--- src/rtl/rptr_empty_sync_if.sv ---
// Read-port bundle for the async FIFO read-domain controller.
// slave  : seen by rptr_empty_sync (takes the write pointer and the read request, drives pointers and flags)
// master : seen by whatever drives the read port
interface rptr_empty_sync_if #(
  parameter int DEPTH = 8
);
  localparam int AW = $clog2(DEPTH);

  logic [AW:0]   wptr_gray;
  logic          r_en;
  logic [AW:0]   rptr_gray;
  logic [AW-1:0] raddr;
  logic          r_empty;
  logic          r_almost_empty;
  logic [AW:0]   r_level;
  logic          r_underflow;
  logic          r_sync_err;

  modport slave (
    input  wptr_gray, r_en,
    output rptr_gray, raddr, r_empty, r_almost_empty, r_level, r_underflow, r_sync_err
  );

  modport master (
    output wptr_gray, r_en,
    input  rptr_gray, raddr, r_empty, r_almost_empty, r_level, r_underflow, r_sync_err
  );
endinterface

--- src/rtl/rptr_empty_sync.sv ---
// Async FIFO read-domain control: write-pointer synchroniser of SYNC_STAGES flops,
// binary/Gray read pointers, and registered empty / almost-empty / level / underflow.
// Optional build macro RPTR_GRAY_CHECK_EN adds a sticky flag that catches multi-bit
// steps of the synchronised write pointer; without it r_sync_err is tied low.
module rptr_empty_sync #(
  parameter int DEPTH       = 8,
  parameter int SYNC_STAGES = 2,
  parameter int AE_LEVEL    = 2
) (
  input  logic                  r_clk,
  input  logic                  rst_n,
  rptr_empty_sync_if.slave      bus
);
  localparam int AW = $clog2(DEPTH);
  localparam logic [AW:0] AE_LV = (AW+1)'(AE_LEVEL);

  logic [AW:0] r_sync [SYNC_STAGES];
  logic [AW:0] r_rbin;
  logic [AW:0] r_rgray;
  logic        r_empty;
  logic        r_almost_empty;
  logic [AW:0] r_level;
  logic        r_underflow;

  logic [AW:0] w_wsync;
  logic [AW:0] w_wbin;
  logic        w_rinc;
  logic [AW:0] w_rbin_next;
  logic [AW:0] w_rgray_next;
  logic [AW:0] w_level_next;

  // Plain flop chain bringing the Gray write pointer into r_clk; nothing between stages.
  always_ff @(posedge r_clk or negedge rst_n) begin
    if (!rst_n) begin
      for (int i = 0; i < SYNC_STAGES; i++) r_sync[i] <= '0;
    end else begin
      r_sync[0] <= bus.wptr_gray;
      for (int i = 1; i < SYNC_STAGES; i++) r_sync[i] <= r_sync[i-1];
    end
  end

  assign w_wsync = r_sync[SYNC_STAGES-1];

  // Gray to binary: each bit is the XOR of itself and every higher bit.
  always_comb begin
    w_wbin = '0;
    for (int k = 0; k <= AW; k++) w_wbin[k] = ^(w_wsync >> k);
  end

  // A read only advances the pointer when the registered empty says data is there.
  assign w_rinc       = bus.r_en & ~r_empty;
  assign w_rbin_next  = r_rbin + {{AW{1'b0}}, w_rinc};
  assign w_rgray_next = w_rbin_next ^ (w_rbin_next >> 1);
  assign w_level_next = w_wbin - w_rbin_next;

  // Pointers and flags all register from next-state values, so empty asserts on the
  // same edge that consumes the last entry.
  always_ff @(posedge r_clk or negedge rst_n) begin
    if (!rst_n) begin
      r_rbin         <= '0;
      r_rgray        <= '0;
      r_empty        <= 1'b1;
      r_almost_empty <= 1'b1;
      r_level        <= '0;
      r_underflow    <= 1'b0;
    end else begin
      r_rbin         <= w_rbin_next;
      r_rgray        <= w_rgray_next;
      r_empty        <= (w_rgray_next == w_wsync);
      r_almost_empty <= (w_level_next <= AE_LV);
      r_level        <= w_level_next;
      r_underflow    <= bus.r_en & r_empty;
    end
  end

  assign bus.rptr_gray      = r_rgray;
  assign bus.raddr          = r_rbin[AW-1:0];
  assign bus.r_empty        = r_empty;
  assign bus.r_almost_empty = r_almost_empty;
  assign bus.r_level        = r_level;
  assign bus.r_underflow    = r_underflow;

`ifdef RPTR_GRAY_CHECK_EN
  logic [AW:0] r_wsync_prev;
  logic        r_sync_err;
  logic [AW:0] w_diff;

  assign w_diff = w_wsync ^ r_wsync_prev;

  // Sticky flag: more than one bit changed between consecutive synchronised values.
  always_ff @(posedge r_clk or negedge rst_n) begin
    if (!rst_n) begin
      r_wsync_prev <= '0;
      r_sync_err   <= 1'b0;
    end else begin
      r_wsync_prev <= w_wsync;
      if ((w_diff & (w_diff - {{AW{1'b0}}, 1'b1})) != '0) r_sync_err <= 1'b1;
    end
  end

  assign bus.r_sync_err = r_sync_err;
`else
  assign bus.r_sync_err = 1'b0;
`endif
endmodule

--- src/flat_wrapper.sv ---
// flat-port wrapper written by rule: the top's interface ports become plain ports
module rptr_empty_sync_flat 
#(
  parameter int DEPTH       = 8,
  parameter int SYNC_STAGES = 2,
  parameter int AE_LEVEL    = 2
)
  (r_clk, rst_n, bus_wptr_gray, bus_r_en, bus_rptr_gray, bus_raddr, bus_r_empty, bus_r_almost_empty, bus_r_level, bus_r_underflow, bus_r_sync_err);
  rptr_empty_sync_if #(.DEPTH(DEPTH)) bus_i ();
  input  logic r_clk;
  input  logic rst_n;
  input wire logic [$bits(bus_i.wptr_gray)-1:0] bus_wptr_gray;
  input wire logic [$bits(bus_i.r_en)-1:0] bus_r_en;
  output wire logic [$bits(bus_i.rptr_gray)-1:0] bus_rptr_gray;
  output wire logic [$bits(bus_i.raddr)-1:0] bus_raddr;
  output wire logic [$bits(bus_i.r_empty)-1:0] bus_r_empty;
  output wire logic [$bits(bus_i.r_almost_empty)-1:0] bus_r_almost_empty;
  output wire logic [$bits(bus_i.r_level)-1:0] bus_r_level;
  output wire logic [$bits(bus_i.r_underflow)-1:0] bus_r_underflow;
  output wire logic [$bits(bus_i.r_sync_err)-1:0] bus_r_sync_err;
  assign bus_i.wptr_gray = bus_wptr_gray;
  assign bus_i.r_en = bus_r_en;
  assign bus_rptr_gray = bus_i.rptr_gray;
  assign bus_raddr = bus_i.raddr;
  assign bus_r_empty = bus_i.r_empty;
  assign bus_r_almost_empty = bus_i.r_almost_empty;
  assign bus_r_level = bus_i.r_level;
  assign bus_r_underflow = bus_i.r_underflow;
  assign bus_r_sync_err = bus_i.r_sync_err;
  rptr_empty_sync #(.DEPTH(DEPTH), .SYNC_STAGES(SYNC_STAGES), .AE_LEVEL(AE_LEVEL)) u_core (.r_clk(r_clk), .rst_n(rst_n), .bus(bus_i));
endmodule
--- config.mk ---
export PLATFORM = sky130hd
export DESIGN_NAME = rptr_empty_sync_flat
export DESIGN_NICKNAME = d
export VERILOG_FILES = /design/src/rtl/rptr_empty_sync_if.sv /design/src/rtl/rptr_empty_sync.sv /design/src/flat_wrapper.sv
export SDC_FILE = /design/constraint.sdc
export NUM_CORES = 1
export LEC_CHECK = 0
export CORE_MARGIN = 3
export CORE_UTILIZATION = 30
export DETAILED_ROUTE_END_ITERATION = 8
export GPL_TIMING_DRIVEN = 0
export SLEW_MARGIN = 0
export SYNTH_ARGS = -nofsm -noshare
export SYNTH_HDL_FRONTEND = slang
export SYNTH_SLANG_ARGS = --single-unit
--- constraint.sdc ---
create_clock -name r_clk -period 4.81 [get_ports r_clk]
set_input_delay 0.962 -clock r_clk [delete_from_list [all_inputs] [get_ports r_clk]]
set_output_delay 0.962 -clock r_clk [all_outputs]
set_load 0.05 [all_outputs]
# [Word level (Yosys, flattened, before mapping)]
# Index checks and enable logic that the tools add are counted.
[word_totals] out_inout_bits=15 in_bits=7 wordCells=20 ff_bits=23
[op_classes] bitwise=4 n_reduce_logical=4 n_lt_le_gt_ge=1 n_eq_ne=1 addsub=2
[ops] cell="XOR reduction 4 bit" count=4
[ops] cell="adder 4 x 1 -> 4 bit" count=1
[ops] cell="equality test 4 bit" count=1
[ops] cell="<= comparator 4 x 2 -> 1 bit, second input constant" count=1
[ops] cell="subtractor 4 bit" count=1
[ops] cell="bitwise XOR 4 x 3 -> 4 bit" count=1
[ops] cell="bitwise AND 1 bit" count=2
[ops] cell="inverter 1 bit" count=1

# [Longest topological paths before layout]
# Gate-level depths: netlist (run 1).
[logic_depth] ltp_word=5 mapped_depth=9 mapped_depth_nobuf=9

# [Least setup slack after synthesis (run 1)]
# OpenSTA, ideal clock, no wires.
[synth_path] path_type="input to register" startpoint="in bus_r_en" endpoint="reg u_core.r_level[3] (netlist: u_core.bus.r_level[3])" path_buffers=0 cell_stages=8 setup_ns=0.127 t_required_ns=4.683 path_slack_ns=1.846 arrival_time_ns=2.837 cell_sequence="nor2b_1 -> ha_1 -> ha_1 -> xnor2_2 -> ha_1 -> a211o_1 -> and4_2 -> or2_2"
[synth_between] elab_chain_cells=3
[synth_lines] element="start, declared" line="flat_wrapper.sv:13" text="input wire logic [$bits(bus_i.r_en)-1:0] bus_r_en;"
[synth_lines] element="bitwise AND 1 bit" line="rptr_empty_sync.sv:51" text="assign w_rinc = bus.r_en & ~r_empty;"
[synth_lines] element="adder 4 x 1 -> 4 bit" line="rptr_empty_sync.sv:52" text="assign w_rbin_next = r_rbin + {{AW{1'b0}}, w_rinc};"
[synth_lines] element="subtractor 4 bit" line="rptr_empty_sync.sv:54" text="assign w_level_next = w_wbin - w_rbin_next;"
[synth_lines] element="via u_core.w_level_next[3]" line="rptr_empty_sync.sv:30" text="logic [AW:0] w_level_next;"
[synth_lines] element="end signal, assigned" line="rptr_empty_sync.sv:71" text="r_level <= w_level_next;"
[synth_lines] element="end, declared" line="rptr_empty_sync.sv:22" text="logic [AW:0] r_level;"
# The timed path passes the listed nets, and every way through them passes these cells.

# [Final worst setup path (run 1)]
[layout_path] startpoint="in bus_r_en" endpoint="reg u_core.r_almost_empty (netlist: u_core.bus.r_almost_empty)"
[layout_between] elab_chain_cells=4
[layout_lines] element="bitwise AND 1 bit" line="rptr_empty_sync.sv:51"
[layout_lines] element="adder 4 x 1 -> 4 bit" line="rptr_empty_sync.sv:52"
[layout_lines] element="subtractor 4 bit" line="rptr_empty_sync.sv:54"
[layout_lines] element="<= comparator 4 x 2 -> 1 bit" line="rptr_empty_sync.sv:70" text="r_almost_empty <= (w_level_next <= AE_LV);"
[layout_lines] element="end signal, assigned" line="rptr_empty_sync.sv:70"
[layout_lines] element="end, declared" line="rptr_empty_sync.sv:21" text="logic r_almost_empty;"
# No other way between the ends.

==> results.sh, run 1 <==
export IMPL_grt_pass1_vias=541
export IMPL_place_inst=131
export IMPL_synth_area_leaders="dfrtp_1, xnor2_1, ha_1"
export IMPL_portBuffers=20
export IMPL_synth_seq_cells=22
export IMPL_finalCriticalPeriod_ps=3230
export IMPL_cts_setup_buffers=0
export IMPL_yosysSeqAreaShare_pct=57.9
export IMPL_io_pins=22
export IMPL_required_ps=5010
export IMPL_coreArea_um2=2900
export IMPL_drive_gt1_share_pct=15.1
export IMPL_n_antenna_cell=0
export IMPL_cts_buffers=3
export IMPL_outcome="finished, final reports clean"
export IMPL_cts_sinks=22
export IMPL_ant_nets=0
export IMPL_synth_top_area_share_pct=52.4
export IMPL_core_rowCount=19
export IMPL_start_util_pct=32.9
export IMPL_crit_arrival_ps=3430
export IMPL_critical_path_max_fanout=4
export IMPL_grt_pass1_wl_um=2550
export IMPL_detailroute_via_count=559
export IMPL_dr_pass1_iters=2
export IMPL_netlist_area_um2=955
export IMPL_rsz0062_at_grt="no"
export IMPL_tritoncts="built"
export IMPL_clk_latency_ps=300
export IMPL_syn_num_nets=81
export IMPL_die_height_um=62.4
export IMPL_fillers=301
export IMPL_drt_iter0_markers=11
export IMPL_routedWlPerCell_um=10.4
export IMPL_slew_headroom_pct=36.2
export IMPL_end_kind="register"
export IMPL_cts_htree_levels=1
export IMPL_avgSynthCellArea_um2=13.8
export IMPL_areaGrowthSynthToFinish_pct=29.2
export IMPL_dp_hpwl_um=1090
export IMPL_maxCapViolCount=0
export IMPL_antenna_found_initial=0
export IMPL_slew_viol_final=0
export IMPL_cts_resized_gates=0
export IMPL_hold_viol_final=0
export IMPL_hold_class="register to register"
export IMPL_place_gp_congestion=0.774
export IMPL_grt_max_degree=23
export IMPL_die_area_um2=3900
export IMPL_drt_vias_per_instance=4.14
export IMPL_worstMarginPinSlew_ps=954
export IMPL_wirelength_um=1410
export IMPL_startpoint_type="input port"
export IMPL_grtUsageTotal_pct=8.19
export IMPL_overflow=0
export IMPL_layout_common_cells="clkdlybuf4s50_1, dfrtp_1, xnor2_1"
export IMPL_path_clk_slew_ps=110
export IMPL_r2r_start="u_core.bus.r_empty$_DFF_PN1_"
export IMPL_syn_inst=69
export IMPL_timing_setup_tns_ps=0
export IMPL_final_nets=106
export IMPL_worstHoldStart="u_core.r_sync[6]$_DFF_PN0_"
export IMPL_startpoint="bus_r_en"
export IMPL_clk_path_buf_depth=2
export IMPL_period_share_pct=67.1
export IMPL_cts_root_buf="clkbuf_4"
export IMPL_drc_errors=0
export IMPL_die_w_um=62.4
export IMPL_yosysTopAreaCell="dfrtp_1"
export IMPL_stdcell_count=135
export IMPL_hold_buffers=0
export IMPL_finClkSkew_ps=2.79
export IMPL_final_core_util_pct=42.5
export IMPL_setup_viol=0
export IMPL_max_freq_mhz=310
export IMPL_ys_types=28
export IMPL_worstSetupPathType="input port to register"
export IMPL_ys_warn_count=0
-- worst paths after layout --
| kind | endpoint | slack, ps | cells past startpoint |
|---|---|---|---|
| max in group asynchronous | u_core.bus.r_level[2]$_DFF_PN0_ | 3050 | 1 |
| min in group asynchronous | u_core.bus.rptr_gray[2]$_DFF_PN0_ | 1180 | 1 |
| worst max register to register | u_core.bus.r_almost_empty$_DFF_PN1_ | 2200 | 9 |
| worst max-delay path | u_core.bus.r_almost_empty$_DFF_PN1_ | 1580 | 10 |
| worst min-delay path | u_core.w_wsync[2]$_DFF_PN0_ | 360 | 0 |
| worst min register to register | u_core.w_wsync[2]$_DFF_PN0_ | 360 | 0 |
-- Yosys cell counts, drive strengths merged --
cell type,count
dfrtp,20
xnor2,10
xor2,6
ha,5
inv,4
buf,2
dfstp,2
nand3,2
a2111oi,1
a211o,1
a211oi,1
a21boi,1
a21oi,1
a31oi,1
and2,1
and4,1
clkbuf,1
conb,1
nand2,1
nand4b,1
nor2b,1
nor3b,1
o21ai,1
or2,1
or3,1
xor3,1
-- cell type report --
cell class | count | area, um2 | share of cell area, %
plain buffers | 3 | 23.8 | 1.93
well taps | 42 | 52.6 | 4.26
clock buffers | 4 | 26.3 | 2.13
inverters | 4 | 15.0 | 1.22
multi-input cells | 40 | 363 | 29.4
flip-flops and latches | 22 | 553 | 44.8
repair buffers | 20 | 200 | 16.2
-- worst max-delay path, cell delays in order --
cell and delay [ps]:
clkdlybuf4s50_1 410, nor2b_1 140, ha_1 210, ha_1 240, xnor2_2 300, ha_1 330, nor3b_1 150, o21ai_0 180
a31oi_1 130, a2111oi_2 360
-- sequential cells by signal, indices dropped and copies added (netlist names) --
name / cells
u_core.bus.r_almost_empty: 1
u_core.w_wsync: 4
u_core.bus.r_empty: 1
u_core.bus.r_underflow: 1
u_core.bus.r_level: 4
u_core.r_sync: 4
u_core.bus.rptr_gray: 3
u_core.r_rbin: 4
-- kinds of logic (layout without fill, tap and decap cells) --
kind of cell,after synthesis,count (layout),synth area share (%)
other cells,1,1,0.393
compound gates,7,7,6.16
buf+inv,7,31,4.06
xor+xnor,17,17,18.1
fa+ha+maj,5,5,6.55
flops,22,22,57.9
simple gates,10,10,6.82
-- metrics by stage --
step                hold slack (ps)  setup WS (ps)  area [um2]
floorplan                       331           1850         955
global placement                332           1280        1210
detailed placement              335           1260        1210
CTS                             363           1580        1230
global route                    368           1350        1230
finish                          359           1580        1230
-- layer usage --
layer | track usage, % | vias up | wire, um
met1 | 9.64 | 263 | 624
met2 | 13.6 | 20 | 673
li1 | - | 276 | -
met3 | 3.96 | 0 | 111
met5 | 0 | - | 0
met4 | 1.65 | 0 | 0
Power of run 1 is not shown: default switching activity piles up to over one toggle a cycle in this logic, so the estimate is an artifact.
==> run 2, diff against run 1 <==
==> constraint.sdc (replaced) <==
create_clock -name r_clk -period 2.9 [get_ports r_clk]
set_input_delay 0.58 -clock r_clk [delete_from_list [all_inputs] [get_ports r_clk]]
set_output_delay 0.58 -clock r_clk [all_outputs]
set_load 0.05 [all_outputs]
==> run 2 against run 1 <==
Net effect: highest routed layer unchanged; wire length is 3.6% higher; global-route usage stayed put; largest cell class unchanged; critical endpoint unchanged; worst hold slack hardly changed; die area stayed put.
==> results.sh, run 2 (synthesized netlist as in run 1, its figures left out) <==
export IMPL_required_ps=3100
export IMPL_hold_class="register to register"
export IMPL_path_cells="clkdlybuf4s50_1, nor2b_1, ha_1, ha_4, xnor2_4, ha_1, a211o_1, and4_2, a2111oi_2"
export IMPL_drt_vias_per_instance=4.07
export IMPL_r2r_cells=8
export IMPL_timing_setup_tns_ps=0
export IMPL_core_rowCount=19
export IMPL_die_area_um2=3900
export IMPL_portBuffers=20
export IMPL_dp_hpwl_um=1090
export IMPL_worstMarginPinSlew_ps=962
export IMPL_detailroute_via_count=550
export IMPL_crit_slowest_cell="clkdlybuf4s50_1"
export IMPL_use_met2_pct=13.6
export IMPL_setup_viol=0
export IMPL_stdcell_count=135
export IMPL_slew_viol_final=0
export IMPL_clk_path_buf_depth=2
export IMPL_cts_htree_levels=1
export IMPL_antenna_found_initial=0
export IMPL_die_w_um=62.4
export IMPL_n_antenna_cell=0
export IMPL_coreArea_um2=2900
export IMPL_grtUsageMet3_pct=3.96
export IMPL_end_kind="register"
export IMPL_r2r_start="u_core.bus.r_empty$_DFF_PN1_"
export IMPL_grtUsageTotal_pct=8.19
export IMPL_crit_arrival_ps=2930
export IMPL_wirelength_um=1460
export IMPL_critical_path_max_fanout=4
export IMPL_start_util_pct=32.9
export IMPL_hold_depth=0
export IMPL_timing_hold_ws_ps=359
export IMPL_layout_common_cells="clkdlybuf4s50_1, dfrtp_1, xnor2_1"
export IMPL_max_freq_mhz=366
export IMPL_reg2reg_setup_slack_ps=430
export IMPL_hold_buffers=0
export IMPL_die_height_um=62.4
export IMPL_grt_pass1_vias=541
export IMPL_grt_pass1_wl_um=2550
export IMPL_grt_use_met1_pct=9.64
export IMPL_cts_root_buf="clkbuf_4"
export IMPL_outcome="finished, final reports clean"
export IMPL_dr_pass1_iters=2
export IMPL_drive_gt1_share_pct=16.1
export IMPL_cts_sinks=22
export IMPL_hold_end="u_core.w_wsync[2]$_DFF_PN0_"
export IMPL_critPathMostFrequentCell="ha_1"
export IMPL_cts_buffers=3
export IMPL_cts_resized_gates=0
export IMPL_slowest_delay_ps=470
export IMPL_finalCriticalPeriod_ps=2730
export IMPL_top_usage_layer="met2"
export IMPL_worstSetupPathType="input port to register"
export IMPL_drt_iter0_markers=6
export IMPL_areaGrowthSynthToFinish_pct=31.7
export IMPL_ant_nets=0
export IMPL_clk_latency_ps=300
export IMPL_worstHoldStart="u_core.r_sync[6]$_DFF_PN0_"
export IMPL_routedWlPerCell_um=10.8
export IMPL_period_share_pct=94.2
export IMPL_io_pins=22
export IMPL_tritoncts="built"
export IMPL_overflow=0
export IMPL_cts_setup_buffers=0
export IMPL_rsz0062_at_grt="no"
export IMPL_place_gp_congestion=0.774
export IMPL_finClkSkew_ps=2.29
export IMPL_drc_errors=0
export IMPL_final_nets=106
export IMPL_maxCapViolCount=0
export IMPL_hold_viol_final=0
export IMPL_reg2reg_to="u_core.bus.r_almost_empty$_DFF_PN1_"
export IMPL_grt_max_degree=23
export IMPL_startpoint_type="input port"
export IMPL_slew_headroom_pct=35.6
export IMPL_final_core_util_pct=43.4
export IMPL_place_inst=131
export IMPL_path_clk_slew_ps=110
==> run 2: cell counts in the layout (fill, tap and decap cells not counted) <==
Identical to the previous run, type by type.
==> run 2: critical path, delay by kind of cell <==
kind	cells	cell delay, ps
AOI/OAI and AO/OA	2	580
xor gates and xnor gates	1	150
buffers and inverters	1	470
and+or+nand+nor	2	410
adders and majority gates	3	750
==> run 2: metrics by stage <==
step | worst slack (ps) | area, um2
after CTS | 48.3 | 1230
after global routing | 17.4 | 1260
after floorplan | 255 | 955
final | 168 | 1260
after detailed placement | -267 | 1210
after global placement | -251 | 1210
==> run 2: worst max path at each step <==
stage	from	endpoint	slack, ps	cells after the start
global route	bus_r_en	u_core.bus.r_almost_empty$_DFF_PN1_	20	10
finish	bus_r_en	u_core.bus.r_almost_empty$_DFF_PN1_	170	9
CTS	bus_r_en	u_core.bus.r_almost_empty$_DFF_PN1_	50	10
global placement	bus_r_en	u_core.bus.r_almost_empty$_DFF_PN1_	-250	10
detailed placement	bus_r_en	u_core.bus.r_almost_empty$_DFF_PN1_	-270	10
floorplan	u_core.bus.r_empty$_DFF_PN1_	u_core.bus.r_level[3]$_DFF_PN0_	250	8
==> run 2: area by class of cell <==
cell class | count | area (um2)
inverters | 4 | 15.0
plain buffers | 3 | 23.8
flip-flops and latches | 22 | 553
well taps | 42 | 52.6
fillers | 297 | 1640
multi-input cells | 40 | 387
clock buffers | 4 | 26.3
repair buffers | 20 | 200
==> run 2: per-layer routing <==
layer / vias to the layer above / wire, um
li1: 275 / -
met1: 255 / 641
met2: 20 / 705
met3: 0 / 111
met4: 0 / 0
met5: - / 0
Power of run 2 is left out for the same reason.
==> run 3, diff against run 2 <==
--- a/config.mk
+++ b/config.mk
@@ -9,7 +9,7 @@
 export CORE_UTILIZATION = 30
 export DETAILED_ROUTE_END_ITERATION = 8
 export GPL_TIMING_DRIVEN = 0
-export SLEW_MARGIN = 0
+export SLEW_MARGIN = 10
 export SYNTH_ARGS = -nofsm -noshare
 export SYNTH_HDL_FRONTEND = slang
 export SYNTH_SLANG_ARGS = --single-unit
==> results of run 3 <==
Same layout as run 2: the final DEF is identical, and so are final timing and power.
Power of run 3 is left out for the same reason.
==> edit 1: new RTL, flow settings as in run 3 <==
Add a define of `RPTR_GRAY_CHECK_EN`.
--- a/src/rtl/rptr_empty_sync.sv
+++ b/src/rtl/rptr_empty_sync.sv
@@ -3,4 +3,6 @@
 // Optional build macro RPTR_GRAY_CHECK_EN adds a sticky flag that catches multi-bit
 // steps of the synchronised write pointer; without it r_sync_err is tied low.
+`define RPTR_GRAY_CHECK_EN
+
 module rptr_empty_sync #(
   parameter int DEPTH       = 8,
Function: changed (Yosys sat finds a counterexample within 4 cycles, from zero or initial values and one cycle with rst_n low).
==> edit 1 against run 3 <==
Global-route usage up 0.58 points. Routed wire length rose by 9.3%. Area after synthesis increased by 14%. Count of clock-buffer cells in the layout is the same. Design area grew 10%. Sequential share of layout area up 4.8 points. Non-clock buffer count decreased by 2. Sequential cell count up 5. Worst setup slack improved by 0.0033 ns. Critical path depth decreased by 1. Critical path type unchanged. Largest cell class unchanged. Highest routed layer is now met4.
Power is not shown: default switching activity piles up to over one toggle a cycle in this logic, so the estimate is an artifact.
==> edit 1: results (changes against run 3) <==
- Status: finished clean
- Post-Place Worst Slack: -0.1688 ns (+0.09828 ns)
- Largest net degree at the start of global routing: 28 (+22%)
- Sequential fraction of the synthesis area: 62.08% (+4.2 points)
- Final #Nets: 117 (+10%)
- Layout cell share with drive strength beyond 1: 9.615% (-6.5 points)
- Post-Syn Area per Cell: 13.83 um2 (about the same)
- Mux share of post-synthesis cell area: 0.9164% (+0.92 points)
- Non-filler cells, final: 150 (+11%)
- Compound-Gate Fraction of Synth Area: 3.551% (-2.6 points)
- M1 GR Usage: 11.08% (+1.4 points)
- Routed vias/inst: 4.160 (+2.1%)
- Vias in the first global route: 606 (+12%)
- Post-synth top cells: 25 x dfrtp_1, 13 x xnor2_1, 7 x xor2_1
- Routability congestion estimate: 0.7298 (-5.7%)
- Detailed Route Iter0 Violations: 28 (+22)
- Worst slew margin: 62.60% (+27 points)
- WL final: 1594 um (+9.3%)
- Syn nets: 91 (+12%)
- Grt met2 use: 13.88% (+0.30 points)
- Fillers: 331 (+11%)
- Met2 routed wirelength: 743 um (+5.4%)
- Adder-cell share of the synthesized area: 8.247% (+1.7 points)
- Max Used Layer: met4
- Synth Area in XOR/XNOR: 17.53% (-0.56 points)
- Metal1 wirelength: 730 um (+14%)
- Slowest stage delay, CP: 0.62 ns (+0.15 ns)
- # port buffers: 21 (+5.0%)
- Crit path DAT: 2.97 ns (+0.04 ns)
- Crit-path slowest cell: fa_1
- Crit-path max FO: 6 (+2)
- Hold crit path type: primary input to async pin
- Routed wl met3: 105 um (-5.4%)
[edit 1: critical path: cells and delay by family]
family	cells	cell delay, ns
simple gates	3	0.59
fa+ha+maj	3	1.22
buf+inv	1	0.42
compound gates	1	0.17
[edit 1: final cells by class]
class / count / area share [%]
clock buffers: 4 / 1.892
inverters: 5 / 1.351
multi-input cells: 47 / 29.01
flip-flops and latches: 27 / 48.83
well taps: 46 / 4.144
repair buffers: 21 / 14.77
[edit 1: cell families after synthesis]
family          Yosys count
fa+ha+maj                 7
mux                       1
simple gates             12
buf+inv                   5
flops                    27
xor+xnor                 21
compound gates            6
[edit 1: final timing paths]
kind                                        startpoint  depth (start not counted)                                  end  slack (ns)
setup / recovery                              bus_r_en                          8  u_core.bus.r_almost_empty$_DFF_PN1_        0.17
hold reg to reg             u_core.r_sync[4]$_DFF_PN0_                          0          u_core.w_wsync[0]$_DFF_PN0_        0.36
setup reg to reg           u_core.w_wsync[2]$_DFF_PN0_                          8  u_core.bus.r_almost_empty$_DFF_PN1_        0.21
hold / removal                                   rst_n                          1      u_core.bus.r_level[3]$_DFF_PN0_        0.24
max in group asynchronous                        rst_n                          1      u_core.bus.r_level[0]$_DFF_PN0_        2.29
min in group r_clk          u_core.r_sync[4]$_DFF_PN0_                          0          u_core.w_wsync[0]$_DFF_PN0_        0.36
[edit 1: timing repair]
action | in CTS | in global routing
resized for setup | 0 | 1
buffers inserted | 0 | 0
endpoints found under the setup margin | 0 | 1
[edit 1: stage by stage]
step	setup TNS (ns)	util, %	hold slack [ns]
finish	0	40.66	0.2370
detailed placement	-0.1937	39.82	0.3381
CTS	0	40.59	0.3688
global placement	-0.1232	39.82	0.3325
global route	0	40.66	0.2528
floorplan	0	-	0.2844
==> edit 2: new RTL, settings of run 3 <==
Without the edit above. `SYNC_STAGES` is set to 2 in 2 places; all go to 4.
--- a/src/rtl/rptr_empty_sync.sv
+++ b/src/rtl/rptr_empty_sync.sv
@@ -5,5 +5,5 @@
 module rptr_empty_sync #(
   parameter int DEPTH       = 8,
-  parameter int SYNC_STAGES = 2,
+  parameter int SYNC_STAGES = 4,
   parameter int AE_LEVEL    = 2
 ) (
--- a/src/flat_wrapper.sv
+++ b/src/flat_wrapper.sv
@@ -3,5 +3,5 @@
 #(
   parameter int DEPTH       = 8,
-  parameter int SYNC_STAGES = 2,
+  parameter int SYNC_STAGES = 4,
   parameter int AE_LEVEL    = 2
 )
Check against the original RTL: not equivalent (Yosys sat finds a counterexample within 4 cycles, from zero or initial values and one cycle with rst_n low).
==> edit 2 against run 3 <==
Count of clock-buffer cells in the layout rose by 2. Core utilization up 1.4 points. Design area grew 25%. Sequential share of layout area up 3.8 points. First-iteration DRC count increased by 67%. Area after synthesis grew 21%. Routed wire length increased by 24%. Highest routed layer is now met4. Sequential cell count grew 8. Die area rose by 19%. Critical endpoint unchanged. Largest cell class unchanged. Worst setup slack got worse by 0.0032 ns. Register-to-register slack barely moved.
Power is left out: the tool's default activity adds up to more than one toggle a clock period on the data nets, which glitch-free logic cannot reach.
==> edit 2: results (changes against run 3) <==
- Crit-path slowest cell: clkdlybuf4s50_1
- Leading post-synthesis cells by cell area: dfrtp_1 61%, xnor2_1 6.8%, ha_1 5.4%, dfstp_2 4.6%, xor2_1 4.6%
- Hold Slack: 0.3215 ns (-0.03766 ns)
- Vias in the first global route: 674 (+25%)
- Syn. warnings: 0 (unchanged)
- Post-DP Area: 1408 um2 (+17%)
- Skew final: 0.002787 ns (+0.0004957 ns)
- Routability congestion estimate: 0.6898 (-11%)
- Adder-cell share of the synthesized area: 5.417% (-1.1 points)
- Final #Nets: 117 (+10%)
- Largest net degree at the start of global routing: 31 (+35%)
- Slowest stage delay, CP: 0.41 ns (-0.06 ns)
- CTS Buf Count: 5 (+2)
- Vias: 643 (+17%)
- Fillers: 325 (+9.4%)
- Gr usage total: 9.563% (+1.4 points)
- Crit path DAT: 2.91 ns (-0.02 ns)
- # H-tree levels: 2 (+1)
- Status: finished clean
- Finished Cell Area: 1575 um2 (+25%)
- Drt wl/cell: 11.90 um (+10%)
- Synth Area in XOR/XNOR: 14.95% (-3.1 points)
- Post-DP HPWL: 1280 um (+18%)
- Sequential fraction of the synthesis area: 65.22% (+7.3 points)
- Clock Pin Slew Worst Setup and Hold Paths: 0.06 ns (-0.05 ns)
- Compound-Gate Fraction of Synth Area: 5.092% (-1.1 points)
- Detailed Route Iter0 Violations: 10 (+4)
- Hold crit path type: primary input to async pin
- Syn nets: 89 (+9.9%)
- Post-synth top cells: 28 x dfrtp_1, 9 x xnor2_1, 6 x xor2_1
- Clk_lat worst skew: 0.28 ns (-0.02 ns)
- CTS root buf: clkbuf_8
==> edit 2: changes by cell type in the layout (fill, tap and decap cells not counted), moves of 2 or more <==
| cell | change |
|---|---|
| bufinv_16 | +2 |
| dfrtp_1 | +8 |
| clkbuf_8 | +6 |
| clkbuf_4 | -3 |
==> edit 2: routing by layer <==
metal	GRT usage [%]	vias to the layer above	wire length (um)
met3	3.941	7	133
met1	10.80	309	759
met4	6.700	0	42
met2	14.56	23	873
met5	0	-	0
li1	-	304	-
==> edit 2: cell type report <==
type	count	area share, %
plain buffers	3	1.509
clock buffers	6	5.242
clock inverters	2	3.813
inverters	4	0.9531
multi-input cells	40	24.15
flip-flops and latches	30	47.82
well taps	46	3.654
repair buffers	21	12.87
==> edit 2: through the flow <==
step / TNS, ns / setup WS, ns / cells
after global placement: -0.4848 / -0.2447 / 143
after CTS: 0 / 0.07479 / 152
after floorplan: 0 / 0.2548 / 77
after global routing: -0.02027 / -0.02027 / 152
final: 0 / 0.1648 / 152
after detailed placement: -0.6364 / -0.3288 / 143
